`src/rtl/pipe_ctrl_pkg.sv`:
```
// Shared state encodings, widths and helpers for the WISC pipeline control unit.
// Latency: none (types only); backpressure: n/a.
package pipe_ctrl_pkg;

    localparam int PC_STATE_W = 2;
    localparam int PC_CNT_W   = 4;
    localparam int REG_ADDR_W = 4;
    localparam int PC_PERF_W  = 16;

    typedef enum logic [PC_STATE_W-1:0] {
        PC_RUN    = 2'd0,
        PC_DRAIN  = 2'd1,
        PC_HALTED = 2'd2
    } pc_state_t;

    function automatic logic [PC_PERF_W-1:0] sat_inc(input logic [PC_PERF_W-1:0] v);
        return (v == {PC_PERF_W{1'b1}}) ? v : v + 1'b1;
    endfunction

endpackage

```
`src/rtl/pipe_ctrl_ld_use_det.sv`:
```
// Tracks whether EX holds a load and flags a load-use hazard against the ID read ports.
// Latency: hazard is combinational; EX tracking updates each edge. Backpressure: none.
module ld_use_det
    import pipe_ctrl_pkg::*;
(
    input  logic                  clk,
    input  logic                  rst,
    input  logic                  bubble,
    input  logic                  id_valid,
    input  logic [REG_ADDR_W-1:0] id_p0_addr,
    input  logic                  id_re0,
    input  logic [REG_ADDR_W-1:0] id_p1_addr,
    input  logic                  id_re1,
    input  logic [REG_ADDR_W-1:0] id_dst_addr,
    input  logic                  id_mem_rd,
    output logic                  lu
);

    logic                  ex_ld_vld;
    logic [REG_ADDR_W-1:0] ex_ld_dst;
    logic                  hit0;
    logic                  hit1;

    // Every stall also injects a bubble, so "no bubble" means the ID instruction moved into EX.
    always_ff @(posedge clk) begin
        if (rst) begin
            ex_ld_vld <= 1'b0;
            ex_ld_dst <= '0;
        end else if (bubble) begin
            ex_ld_vld <= 1'b0;
        end else begin
            ex_ld_vld <= id_valid & id_mem_rd;
            ex_ld_dst <= id_dst_addr;
        end
    end

    assign hit0 = id_re0 && (id_p0_addr == ex_ld_dst);
    assign hit1 = id_re1 && (id_p1_addr == ex_ld_dst);
    assign lu   = id_valid && ex_ld_vld && (ex_ld_dst != '0) && (hit0 || hit1);

endmodule

```
`src/rtl/pipe_ctrl.sv`:
```
// Stall/flush control for IF/ID and ID/EX: load-use stall, taken-branch squash, HLT drain; PIPE_CTRL_PERF_EN adds event counters.
// Latency: stall/flush combinational same cycle, halted registered; backpressure: stall_if/stall_id hold upstream stages.
module pipe_ctrl
    import pipe_ctrl_pkg::*;
#(
    parameter int DRAIN_CYCLES = 3
)
(
    input  logic                  clk,
    input  logic                  rst,
    input  logic                  id_valid,
    input  logic [REG_ADDR_W-1:0] id_p0_addr,
    input  logic                  id_re0,
    input  logic [REG_ADDR_W-1:0] id_p1_addr,
    input  logic                  id_re1,
    input  logic [REG_ADDR_W-1:0] id_dst_addr,
    input  logic                  id_memRd,
    input  logic                  id_hlt,
    input  logic                  ex_br_taken,
    output logic                  stall_if,
    output logic                  stall_id,
    output logic                  flush_id,
    output logic                  flush_ex,
`ifdef PIPE_CTRL_PERF_EN
    output logic [PC_PERF_W-1:0]  perf_stall_cnt,
    output logic [PC_PERF_W-1:0]  perf_flush_cnt,
`endif
    output logic                  halted
);

    localparam logic [PC_CNT_W-1:0] DRAIN_INIT = PC_CNT_W'(DRAIN_CYCLES - 1);

    pc_state_t           state;
    logic [PC_CNT_W-1:0] drain_cnt;
    logic                lu;
    logic                hlt_accept;

    ld_use_det u_ld_use_det (
        .clk         (clk),
        .rst         (rst),
        .bubble      (flush_ex),
        .id_valid    (id_valid),
        .id_p0_addr  (id_p0_addr),
        .id_re0      (id_re0),
        .id_p1_addr  (id_p1_addr),
        .id_re1      (id_re1),
        .id_dst_addr (id_dst_addr),
        .id_mem_rd   (id_memRd),
        .lu          (lu)
    );

    assign hlt_accept = (state == PC_RUN) && !ex_br_taken && !lu && id_valid && id_hlt;

    always_comb begin
        stall_if = 1'b0;
        stall_id = 1'b0;
        flush_id = 1'b0;
        flush_ex = 1'b0;
        case (state)
            PC_RUN: begin
                if (ex_br_taken) begin
                    flush_id = 1'b1;
                    flush_ex = 1'b1;
                end else if (lu) begin
                    stall_if = 1'b1;
                    stall_id = 1'b1;
                    flush_ex = 1'b1;
                end else if (id_valid && id_hlt) begin
                    stall_if = 1'b1;
                    flush_id = 1'b1;
                end
            end
            // Nothing younger than HLT is real, so a branch during drain is irrelevant.
            PC_DRAIN: begin
                stall_if = 1'b1;
                flush_id = 1'b1;
                flush_ex = 1'b1;
            end
            PC_HALTED: begin
                stall_if = 1'b1;
                stall_id = 1'b1;
                flush_ex = 1'b1;
            end
            default: ;
        endcase
    end

    always_ff @(posedge clk) begin
        if (rst) begin
            state     <= PC_RUN;
            drain_cnt <= '0;
            halted    <= 1'b0;
        end else begin
            case (state)
                PC_RUN: begin
                    if (hlt_accept) begin
                        state     <= PC_DRAIN;
                        drain_cnt <= DRAIN_INIT;
                    end
                end
                PC_DRAIN: begin
                    if (drain_cnt == '0) begin
                        state  <= PC_HALTED;
                        halted <= 1'b1;
                    end else begin
                        drain_cnt <= drain_cnt - 1'b1;
                    end
                end
                PC_HALTED: halted <= 1'b1;
                default: begin
                    state  <= PC_RUN;
                    halted <= 1'b0;
                end
            endcase
        end
    end

`ifdef PIPE_CTRL_PERF_EN
    always_ff @(posedge clk) begin
        if (rst) begin
            perf_stall_cnt <= '0;
            perf_flush_cnt <= '0;
        end else if (state == PC_RUN) begin
            if (ex_br_taken) begin
                perf_flush_cnt <= sat_inc(perf_flush_cnt);
            end else if (lu) begin
                perf_stall_cnt <= sat_inc(perf_stall_cnt);
            end
        end
    end
`endif

endmodule
```
`config.mk`:
```
export PLATFORM = sky130hd
export DESIGN_NAME = pipe_ctrl
export DESIGN_NICKNAME = d
export VERILOG_FILES = /design/src/rtl/pipe_ctrl_pkg.sv /design/src/rtl/pipe_ctrl_ld_use_det.sv /design/src/rtl/pipe_ctrl.sv
export SDC_FILE = /design/constraint.sdc
export NUM_CORES = 1
export LEC_CHECK = 0
export BUFFER_PORTS_ARGS = -buffer_cell sky130_fd_sc_hd__buf_2
export CELL_PAD_IN_SITES_DETAIL_PLACEMENT = 1
export CELL_PAD_IN_SITES_GLOBAL_PLACEMENT = 2
export CORE_UTILIZATION = 28
export DETAILED_ROUTE_END_ITERATION = 6
export PLACE_DENSITY = 0.85
export SLEW_MARGIN = 20
export SYNTH_ARGS = -nofsm -noshare
export SYNTH_HDL_FRONTEND = slang
export SYNTH_SLANG_ARGS = --single-unit
```
`constraint.sdc`:
```
create_clock -name clk -period 1.95 [get_ports clk]
set_input_delay 0.195 -clock clk [delete_from_list [all_inputs] [get_ports clk]]
set_output_delay 0.195 -clock clk [all_outputs]
set_load 0.01 [all_outputs]
```
==> impl_metrics.yaml, run 1 <==
clocking:
  htreeDepth: 1
  clkSinkCount: 12
  cts_buffers: 3
  ctsRootBufferMaster: "clkbuf_4"
  clock_latency_ns: 0.27
  cts_hold_buf: 0
  cts_buffer_depth: 2
  cts_tree: "done"
  clk_pin_slew_ns: 0.08
power:
  ir_worst_vdd_uv: 708.4
  p_int_mw: 1.069
  switchingPower_uw: 750.6
  p_leak_nw: 0.5664
  clock_power_share_pct: 10.9
  swShare_pct: 41.24
  power.total_mw: 1.820
  p_per_area_nw_per_um2: 1504
  pwr-share-seq_pct: 22.5
  power_frac_comb_pct: 66.5
drt:
  ant_nets: 0
  num_vias: 809
  routed_wl_mm: 2.246
  wl_per_cell_um: 13.86
  firstDrtPassIters: 4
  drc: 0
  vias_per_cell: 4.994
  drt_iter0_drc: 8
worst_setup_path:
  crit_chain: "xor2_2 -> nor3_2 -> nand4_2 -> buf_6 -> a41oi_2 -> o21bai_1 -> buf_2"
  slowest_delay_ns: 0.37
  crit_fanout: 4
  end_kind: "output port"
  crit_path_top_delay_cell: "dfxtp_4"
  path_buf_inv: 2
  critical-path-top-delay-family: "simple AND/OR/NAND/NOR gates"
  path_class: "register to output port"
  cp.required_ns: 1.75
  critical_path_arrival_ns: 1.75
  startpoint_type: "register"
yosys:
  synth_top_area_share_pct: 29.22
  ys_async_sr_fraction_pct: 0
  yosys_warnings: 0
  syn_area_um2: 822.0
  avgSynthCellArea_um2: 8.839
  synth_edf_count: 0
  yosysUniqueCellTypes: 30
  syn_inst: 93
  synth_seq_area_share_pct: 29.22
  synthesis.nets: 120
  yosysTopAreaCell: "dfxtp_1"
  yosys-top-cells-area: "dfxtp_1, ha_1, xor2_1"
  synthFlopType: "dfxtp_1"
  synth-seq-cells: 12
layout:
  drive_gt1_share_pct: 47.33
  area_delta_synth_final_pct: 47.18
  final_cell_count_no_fill: 162
  nNetsFinal: 159
  post-route-util_pct: 43.87
  diodes: 0
  fillCellCount: 333
timing:
  tightest_slew_ns: 0.3172
  finalCriticalPeriod_ns: 1.948
  rsz0062_at_grt: "yes"
  clock.fmax_ghz: 0.5135
  layout_setup_ws_ns: 0.002448
  setup_violations: 0
  fin_skew_ns: 0.004093
  fin_crit_sh_pct: 99.87
  setup-tns-final_ns: 0
  hold_viol: 0
  relSlewSlack_pct: 78.85
  maxSlewViolCount: 0
placement:
  place_congestion: 0.7350
  port_buffers: 24
  dpl.hpwl_mm: 1.714
  dp_cells: 149
  pre_cts_ws_ns: -0.01148
run:
  cap_violations: 0
floorplan:
  fp.dieW_um: 56.19
  die_h_um: 56.19
  start_util_pct: 29.81
  ios: 25
  rows: 19
  dieArea_um2: 3157
  core_um2: 2758
global_route:
  grt_usage_pct: 14.37
  grt_pass1_vias: 809
  grt_pass1_wl_mm: 3.553
  antenna_found_initial: 0
  grt_max_degree: 11
  grt_overflow_total: 0
status:
  outcome: "finished clean"
min_path:
  min_path_type: "input pin to register"
==> worst min-delay path: cells and delay by family <==
family                 cells  cell delay, ns
buffers and inverters      1            0.07
and+or+nand+nor            1            0.07
muxes                      1            0.05
==> stage by stage <==
step	hold WS (ns)	cell area [um^2]
2_1_floorplan	0.3133	822.0
3_3_place_gp	0.4241	996.0
3_5_place_dp	0.4349	996.0
4_1_cts	0.1456	1085
5_1_grt	0.1539	1210
6_report	0.1562	1210
==> cell families after synthesis <==
| group | count (synthesis) | synth area share, % |
|---|---|---|
| and+or+nand+nor | 33 | 21.46 |
| AOI/OAI and AO/OA | 20 | 20.40 |
| DFF | 12 | 29.22 |
| xor gates and xnor gates | 8 | 8.524 |
| buffers and inverters | 8 | 3.653 |
| adders and majority gates | 7 | 10.65 |
| muxes | 5 | 6.089 |
==> flip-flops by register name, summed over array words and instances, names as in the netlist <==
signal and count:
drain_cnt 4, u_ld_use_det.ex_ld_dst 4, state 2, halted 1, u_ld_use_det.ex_ld_vld 1
==> per-layer routing <==
metal | global-route usage, % | vias up | wire, um
met3 | 4.884 | 2 | 91
met2 | 24.66 | 19 | 1191
met1 | 17.31 | 384 | 952
li1 | - | 404 | -
met4 | 3.136 | 0 | 12
met5 | 0 | - | 0
==> layout make-up <==
cell class	count	area, um^2	area share, %
multi-input cells	73	630.6	52.12
clock buffers	4	36.28	2.999
inverters	6	22.52	1.861
flip-flops and latches	12	250.2	20.68
well taps	31	38.79	3.206
repair buffers	36	231.5	19.13
==> layout by cell type, fill, tap and decap left out, drive strengths merged, types with 3 or more instances in the layout <==
cell type / n
buf: 36
nor2: 12
dfxtp: 12
ha: 7
inv: 6
nand2: 6
xor2: 6
mux2i: 5
nor3: 5
a21oi: 4
clkbuf: 4
o21ai: 3
==> path summary, 6_finish.rpt <==
path,startpoint,endpoint,slack (ns),cells past startpoint
hold reg to reg,drain_cnt[3]$_SDFFE_PP0P_,drain_cnt[3]$_SDFFE_PP0P_,0.53,1
setup / recovery,u_ld_use_det.ex_ld_dst[0]$_SDFFE_PP0N_,flush_id,0.002,7
setup reg to reg,u_ld_use_det.ex_ld_dst[2]$_SDFFE_PP0N_,drain_cnt[1]$_SDFFE_PP0P_,0.03,9
hold / removal,id_dst_addr[0],u_ld_use_det.ex_ld_dst[0]$_SDFFE_PP0N_,0.16,3
==> power by group through the flow <==
stage	Combinational, mW	Sequential (mW)	Clock, mW
global placement	0.912	0.395	0
CTS	1.02	0.400	0.210
global route	1.33	0.418	0.223
floorplan	0.666	0.379	0
detailed placement	0.946	0.402	0
finish	1.21	0.410	0.199
==> synth_stat cells, types with 2 or more instances <==
master and n:
nor3b_1 2, ha_1 7, nand2_1 6, nand4_2 2, xor2_1 6, a21oi_1 4, dfxtp_1 12, inv_1 6
a21o_1 2, clkbuf_1 2, o31ai_1 2, o22a_1 2, nor3_1 4, and3_1 2, mux2i_1 5, xnor2_1 2
o21ai_0 3, nor2_1 12
==> repair_timing <==
action,CTS,global route
buffers inserted,2,7
pin swaps,3,12
gates resized for setup,8,18
endpoints found under the setup margin,7,9
Note: power is estimated with default switching activity, not from simulation.
==> run 2: changes to the inputs <==
Settings changed: PLACE_DENSITY 0.85 to 0.87.
==> run 2 against run 1 <==
Net effect:
- die area unchanged
- clock-buffer cell count did not move
- via count up 2.1%
- critical endpoint is now flush_ex
- largest cell class unchanged
- register-to-register slack lost 0.03 ns
- sequential power increased by 3%
- largest power group unchanged
- clock skew rose by 0.0086 ns
- worst setup slack barely moved
- highest routed layer unchanged
- sequential share of layout area is 0.11 points lower
==> impl_metrics.yaml, run 2 (same netlist as run 1, synthesis figures left out) <==
worst_setup_path:
  reg2reg_depth: 10
  startpoint_type: "register"
  cp.required_ns: 1.75
  path_class: "register to output port"
  crit_fanout: 4
  r2r-start: "u_ld_use_det.ex_ld_dst[0]$_SDFFE_PP0N_"
  end_kind: "output port"
  worst_r2r_endpoint: "u_ld_use_det.ex_ld_dst[1]$_SDFFE_PP0N_"
  critical_path_arrival_ns: 1.75
  r2r_setup_slack_ns: 0.002
clocking:
  cts_tree: "done"
  cts_buffers: 3
  clkSinkCount: 12
  clk_pin_slew_ns: 0.08
  htreeDepth: 1
  ctsRootBufferMaster: "clkbuf_4"
  cts_buffer_depth: 2
  cts_hold_buf: 0
  clock_latency_ns: 0.29
global_route:
  grt_usage_pct: 14.98
  grt_overflow_total: 0
  grt_pass1_vias: 843
  antenna_found_initial: 0
  grt_max_degree: 11
  grt_pass1_wl_mm: 3.712
power:
  p_leak_nw: 0.5656
  ir_worst_vdd_uv: 870.0
  p_per_area_nw_per_um2: 1525
  power.total_mw: 1.873
placement:
  pre_cts_ws_ns: -0.01863
  place_congestion: 0.7226
  port_buffers: 24
  detailed_place.area_um2: 988.4
  dpl.hpwl_mm: 1.655
  dp_cells: 148
floorplan:
  ios: 25
  core_um2: 2758
  fp.dieW_um: 56.19
  rows: 19
  die_h_um: 56.19
  dieArea_um2: 3157
  start_util_pct: 29.81
layout:
  fillCellCount: 329
  drive_gt1_share_pct: 48.85
  nNetsFinal: 159
  area_delta_synth_final_pct: 49.47
  final_common_cell: "buf_2"
  final_cell_count_no_fill: 162
  reg_top3: "drain_cnt x4, u_ld_use_det.ex_ld_dst x4, state x2"
  fin_area_um2: 1229
  diodes: 0
  layout_common_cells: "buf_2, nor2_1, buf_4"
status:
  outcome: "finished clean"
drt:
  routed_wl_mm: 2.378
  num_vias: 826
  ant_nets: 0
  vias_per_cell: 5.099
  wl_per_cell_um: 14.68
  drt_iter0_drc: 30
  firstDrtPassIters: 4
  drc: 0
timing:
  finalCriticalPeriod_ns: 1.948
  tightest_slew_ns: 0.3145
  rsz0062_at_grt: "yes"
  hold_viol: 0
  fin_skew_ns: 0.01272
  fin_crit_sh_pct: 99.90
  relSlewSlack_pct: 79.03
  maxSlewViolCount: 0
  setup_violations: 0
  clock.fmax_ghz: 0.5134
  hold_ws_ns: 0.1426
  layout_setup_ws_ns: 0.002017
min_path:
  hold_start: "id_memRd"
  min_delay_worst_endpoint: "u_ld_use_det.ex_ld_vld$_SDFF_PP0_"
  min_path_cells: 3
  min_path_type: "input pin to register"
run:
  cap_violations: 0
==> run 2: stage by stage <==
step	TNS (ns)	utilization [%]
after CTS	-0.03779	39.34
after floorplan	0	-
final	0	44.56
after global routing	-0.5460	44.56
after global placement	0	35.84
after detailed placement	-0.02237	35.84
==> run 2: routing by layer <==
metal / part of all wire [%] / GRT usage (%) / routed length, um / vias to the layer above
met4: 0.63 / 4.181 / 15 / 0
met1: 41 / 16.81 / 971 / 394
met5: 0 / 0 / 0 / -
li1: - / - / - / 405
met3: 5.1 / 5.349 / 121 / 2
met2: 53 / 26.53 / 1269 / 25
==> run 2: repair_timing <==
| action | CTS | global route |
|---|---|---|
| setup endpoints to repair | 6 | 10 |
| hold endpoints to repair | 0 | 0 |
| resized for setup | 11 | 18 |
| pin swaps | 3 | 13 |
| setup buffers | 2 | 8 |
==> run 2: worst max path at each step <==
| stage | endpoint | cells past startpoint | startpoint |
|---|---|---|---|
| 2_1_floorplan | drain_cnt[0]$_SDFFE_PP0P_ | 8 | state[1]$_SDFFE_PP0P_ |
| 3_3_place_gp | drain_cnt[2]$_SDFFE_PP0P_ | 8 | state[0]$_SDFFE_PP0P_ |
| 3_5_place_dp | drain_cnt[0]$_SDFFE_PP0P_ | 8 | state[1]$_SDFFE_PP0P_ |
| 4_1_cts | flush_ex | 6 | u_ld_use_det.ex_ld_dst[2]$_SDFFE_PP0N_ |
| 5_1_grt | flush_ex | 7 | u_ld_use_det.ex_ld_dst[0]$_SDFFE_PP0N_ |
| 6_report | flush_ex | 7 | u_ld_use_det.ex_ld_dst[0]$_SDFFE_PP0N_ |
==> run 2: worst max-delay path, cell delays in order, from the launching register on <==
cell	delay, ns
dfxtp_4	0.37
xor2_1	0.15
nor3_2	0.19
nand4_2	0.14
buf_4	0.17
a311oi_4	0.21
buf_6	0.15
buf_6	0.09
==> run 2: power breakdown <==
part / switching (mW) / internal (mW) / total (mW) / leakage, nW
registers: 0.0939 / 0.329 / 0.423 / 0.101
logic: 0.595 / 0.645 / 1.24 / 0.444
clock network: 0.0964 / 0.114 / 0.210 / 0.0210
==> run 2: area by class of cell <==
type,count,area [um^2],share of cell area [%]
Multi-Input combinational cell,73,650.6,52.95
Sequential cell,12,252.7,20.57
Timing Repair Buffer,36,227.7,18.53
Tap cell,31,38.79,3.157
Clock buffer,4,36.28,2.953
Inverter,6,22.52,1.833
==> run 3: changes to the inputs <==
Settings changed: CORE_UTILIZATION 28 to 29, MAX_ROUTING_LAYER set to met4, PLACE_DENSITY 0.87 to 0.88, SYNTH_HIERARCHICAL set to 1.
==> run 3 against run 2 <==
Net effect:
- the run now ends with design-rule violations, negative setup slack left
- register-to-register slack lost 0.09 ns
- first-iteration DRC count is 37% lower
- final cell count up 1.9%
- maximum frequency down 9.7%
- hold slack improved by 0.0097 ns
- worst setup slack lost 0.21 ns
- combinational power shrank 3%
==> impl_metrics.yaml, run 3 <==
layout:
  final_common_cell: "buf_2"
  nNetsFinal: 163
  diodes: 0
  post-route-util_pct: 45.72
  reg_top3: "drain_cnt x4, u_ld_use_det/ex_ld_dst x4, state x2"
  drive_gt1_share_pct: 43.28
  area_delta_synth_final_pct: 45.60
  final_cell_count_no_fill: 165
  layout_common_cells: "buf_2, dfxtp_1, buf_4"
yosys:
  ys_async_sr_fraction_pct: 0
  synthesis.nets: 126
  synth-seq-cells: 12
  yosys_warnings: 6
  yosys-top-cells-area: "dfxtp_1, ha_1, xor2_1"
  syn_inst: 99
  synth.most_common_cell: "dfxtp_1"
  yosysTopAreaCell: "dfxtp_1"
  synth_top_area_share_pct: 27.27
  synthFlopType: "dfxtp_1"
  syn_area_um2: 880.8
  synth_edf_count: 0
  yosysUniqueCellTypes: 38
  synth_seq_area_share_pct: 27.27
  synth_commonest_cells: "dfxtp_1, inv_1, ha_1, nor2_1, xor2_1"
  avgSynthCellArea_um2: 8.897
drt:
  drc: 5
  routed_wl_mm: 2.470
  ant_nets: 0
  firstDrtPassIters: 5
  num_vias: 873
  drt_iter0_drc: 19
  wl_per_cell_um: 14.97
  vias_per_cell: 5.291
timing:
  tightest_slew_ns: 0.4225
  clock.fmax_ghz: 0.4634
  relSlewSlack_pct: 71.84
  finalCriticalPeriod_ns: 2.158
  hold_viol: 0
  layout_setup_ws_ns: -0.2080
  maxSlewViolCount: 0
  setup_violations: 13
  fin_crit_sh_pct: 110.7
  fin_skew_ns: 0.002803
  rsz0062_at_grt: "yes"
  setup-tns-final_ns: -1.216
  hold_ws_ns: 0.1524
placement:
  dpl.hpwl_mm: 1.882
  place_congestion: 0.7572
  port_buffers: 24
  dp_cells: 156
clocking:
  ctsRootBufferMaster: "clkbuf_4"
  clkSinkCount: 12
  cts_buffer_depth: 2
  cts_buffers: 3
  htreeDepth: 1
  clk_pin_slew_ns: 0.08
  cts_tree: "done"
  clock_latency_ns: 0.28
floorplan:
  dieArea_um2: 3262
  core_um2: 2805
  start_util_pct: 31.40
  rows: 19
  ios: 25
  die_h_um: 57.11
  fp.dieW_um: 57.11
worst_setup_path:
  crit_path_top_delay_cell: "dfxtp_2"
  crit_fanout: 4
  r2r-start: "u_ld_use_det/ex_ld_dst[3]$_SDFFE_PP0N_"
  worst_r2r_endpoint: "u_ld_use_det/ex_ld_dst[2]$_SDFFE_PP0N_"
  path_class: "register to output port"
  critical_path_arrival_ns: 1.96
  crit_path_frequent_cell: "buf_6"
  end_kind: "output port"
  startpoint_type: "register"
  reg2reg_depth: 11
  cp.required_ns: 1.75
  r2r_setup_slack_ns: -0.09
  slowest_delay_ns: 0.33
  crit_chain: "buf_6 -> xor2_1 -> nor3_1 -> nand3_1 -> a21oi_4 -> buf_6 -> inv_2 -> a31oi_4 -> o21bai_1 -> buf_2"
min_path:
  hold_start: "id_dst_addr[3]"
  min_path_type: "input pin to register"
  min_delay_worst_endpoint: "u_ld_use_det/ex_ld_dst[3]$_SDFFE_PP0N_"
  min_path_cells: 3
status:
  outcome: "complete, but fails checks"
  violations: "design-rule violations, negative setup slack"
power:
  p_per_area_nw_per_um2: 1352
  power.total_mw: 1.734
  p_leak_nw: 0.5728
  ir_worst_vdd_uv: 1003
global_route:
  antenna_found_initial: 0
  grt_overflow_total: 0
  grt_pass1_wl_mm: 3.946
  grt_pass1_vias: 911
  grt_usage_pct: 16.33
  grt_max_degree: 15
run:
  cap_violations: 0
-- run 3: cell types whose count changed after synthesis, moves of 3 or more --
cell | before | now
a211oi_1 | 0 | 4
nand2_1 | 6 | 2
nor2_1 | 12 | 7
nor2b_1 | 0 | 5
o21ai_0 | 3 | 0
-- run 3: worst max-delay path, delay by kind of cell, from the launching register on --
family                 cells  cell delay [ns]
AO/OA/AOI/OAI              3             0.44
buffers and inverters      4             0.43
AND/OR/NAND/NOR            2             0.36
flip-flops                 1             0.33
XOR/XNOR                   1             0.13
-- run 3: final cells by class --
cell class | instances | area (um^2)
fill | 346 | 1523
sequential | 12 | 242.7
multi-input combinational | 74 | 713.2
inverter | 9 | 33.78
timing repair buffer | 36 | 231.5
clock buffer | 3 | 22.52
tap | 31 | 38.79
-- run 3: worst max path at each step --
stage                                endpoint  cells past startpoint                                    from  slack, ns
floorplan           drain_cnt[2]$_SDFFE_PP0P_                      6  u_ld_use_det/ex_ld_dst[1]$_SDFFE_PP0N_       0.04
global placement    drain_cnt[2]$_SDFFE_PP0P_                      6  u_ld_use_det/ex_ld_dst[1]$_SDFFE_PP0N_      -0.06
detailed placement  drain_cnt[3]$_SDFFE_PP0P_                      6  u_ld_use_det/ex_ld_dst[1]$_SDFFE_PP0N_      -0.18
CTS                                  flush_id                     10  u_ld_use_det/ex_ld_dst[3]$_SDFFE_PP0N_      -0.25
global route                         stall_if                     10  u_ld_use_det/ex_ld_dst[3]$_SDFFE_PP0N_      -0.36
finish                               flush_id                     10  u_ld_use_det/ex_ld_dst[3]$_SDFFE_PP0N_      -0.21
-- run 3: power by group --
part | switching [mW] | internal (mW) | leakage, nW
sequential | 0.0580 | 0.315 | 0.0990
combinational | 0.637 | 0.563 | 0.460
clock | 0.0889 | 0.0718 | 0.0138
total | 0.784 | 0.951 | 0.573
-- run 3: what timing repair did --
item | 4_1_cts | 5_1_grt
endpoints found under the setup margin | 14 | 15
pin swaps | 9 | 15
setup buffers | 2 | 4
resized for setup | 11 | 17
hold buffers | 0 | 0
gates cloned | 0 | 0
-- run 3: metrics by stage --
step	setup slack [ns]	instance area [um^2]
after global placement	-0.06104	1072
after global routing	-0.3603	1282
after detailed placement	-0.1792	1072
after CTS	-0.2487	1152
final	-0.2080	1282
after floorplan	0.03936	885.9
-- run 3: kinds of logic after synthesis --
group                    Yosys count  share of synthesized area [%]
AND/OR/NAND/NOR                   28                          19.60
adder cells (fa/ha/maj)            7                          9.943
AO/OA/AOI/OAI                     26                          23.86
XOR/XNOR                           8                          7.955
flip-flops                        12                          27.27
buffers and inverters             13                          5.681
multiplexers                       5                          5.682
-- run 3: layer usage --
layer,vias to the layer above,GRT usage [%],part of all wire [%]
met2,21,29.08,53
met5,-,-,0
met1,409,17.74,41
li1,438,-,-
met3,5,2.721,4.9
met4,0,7.317,1.8
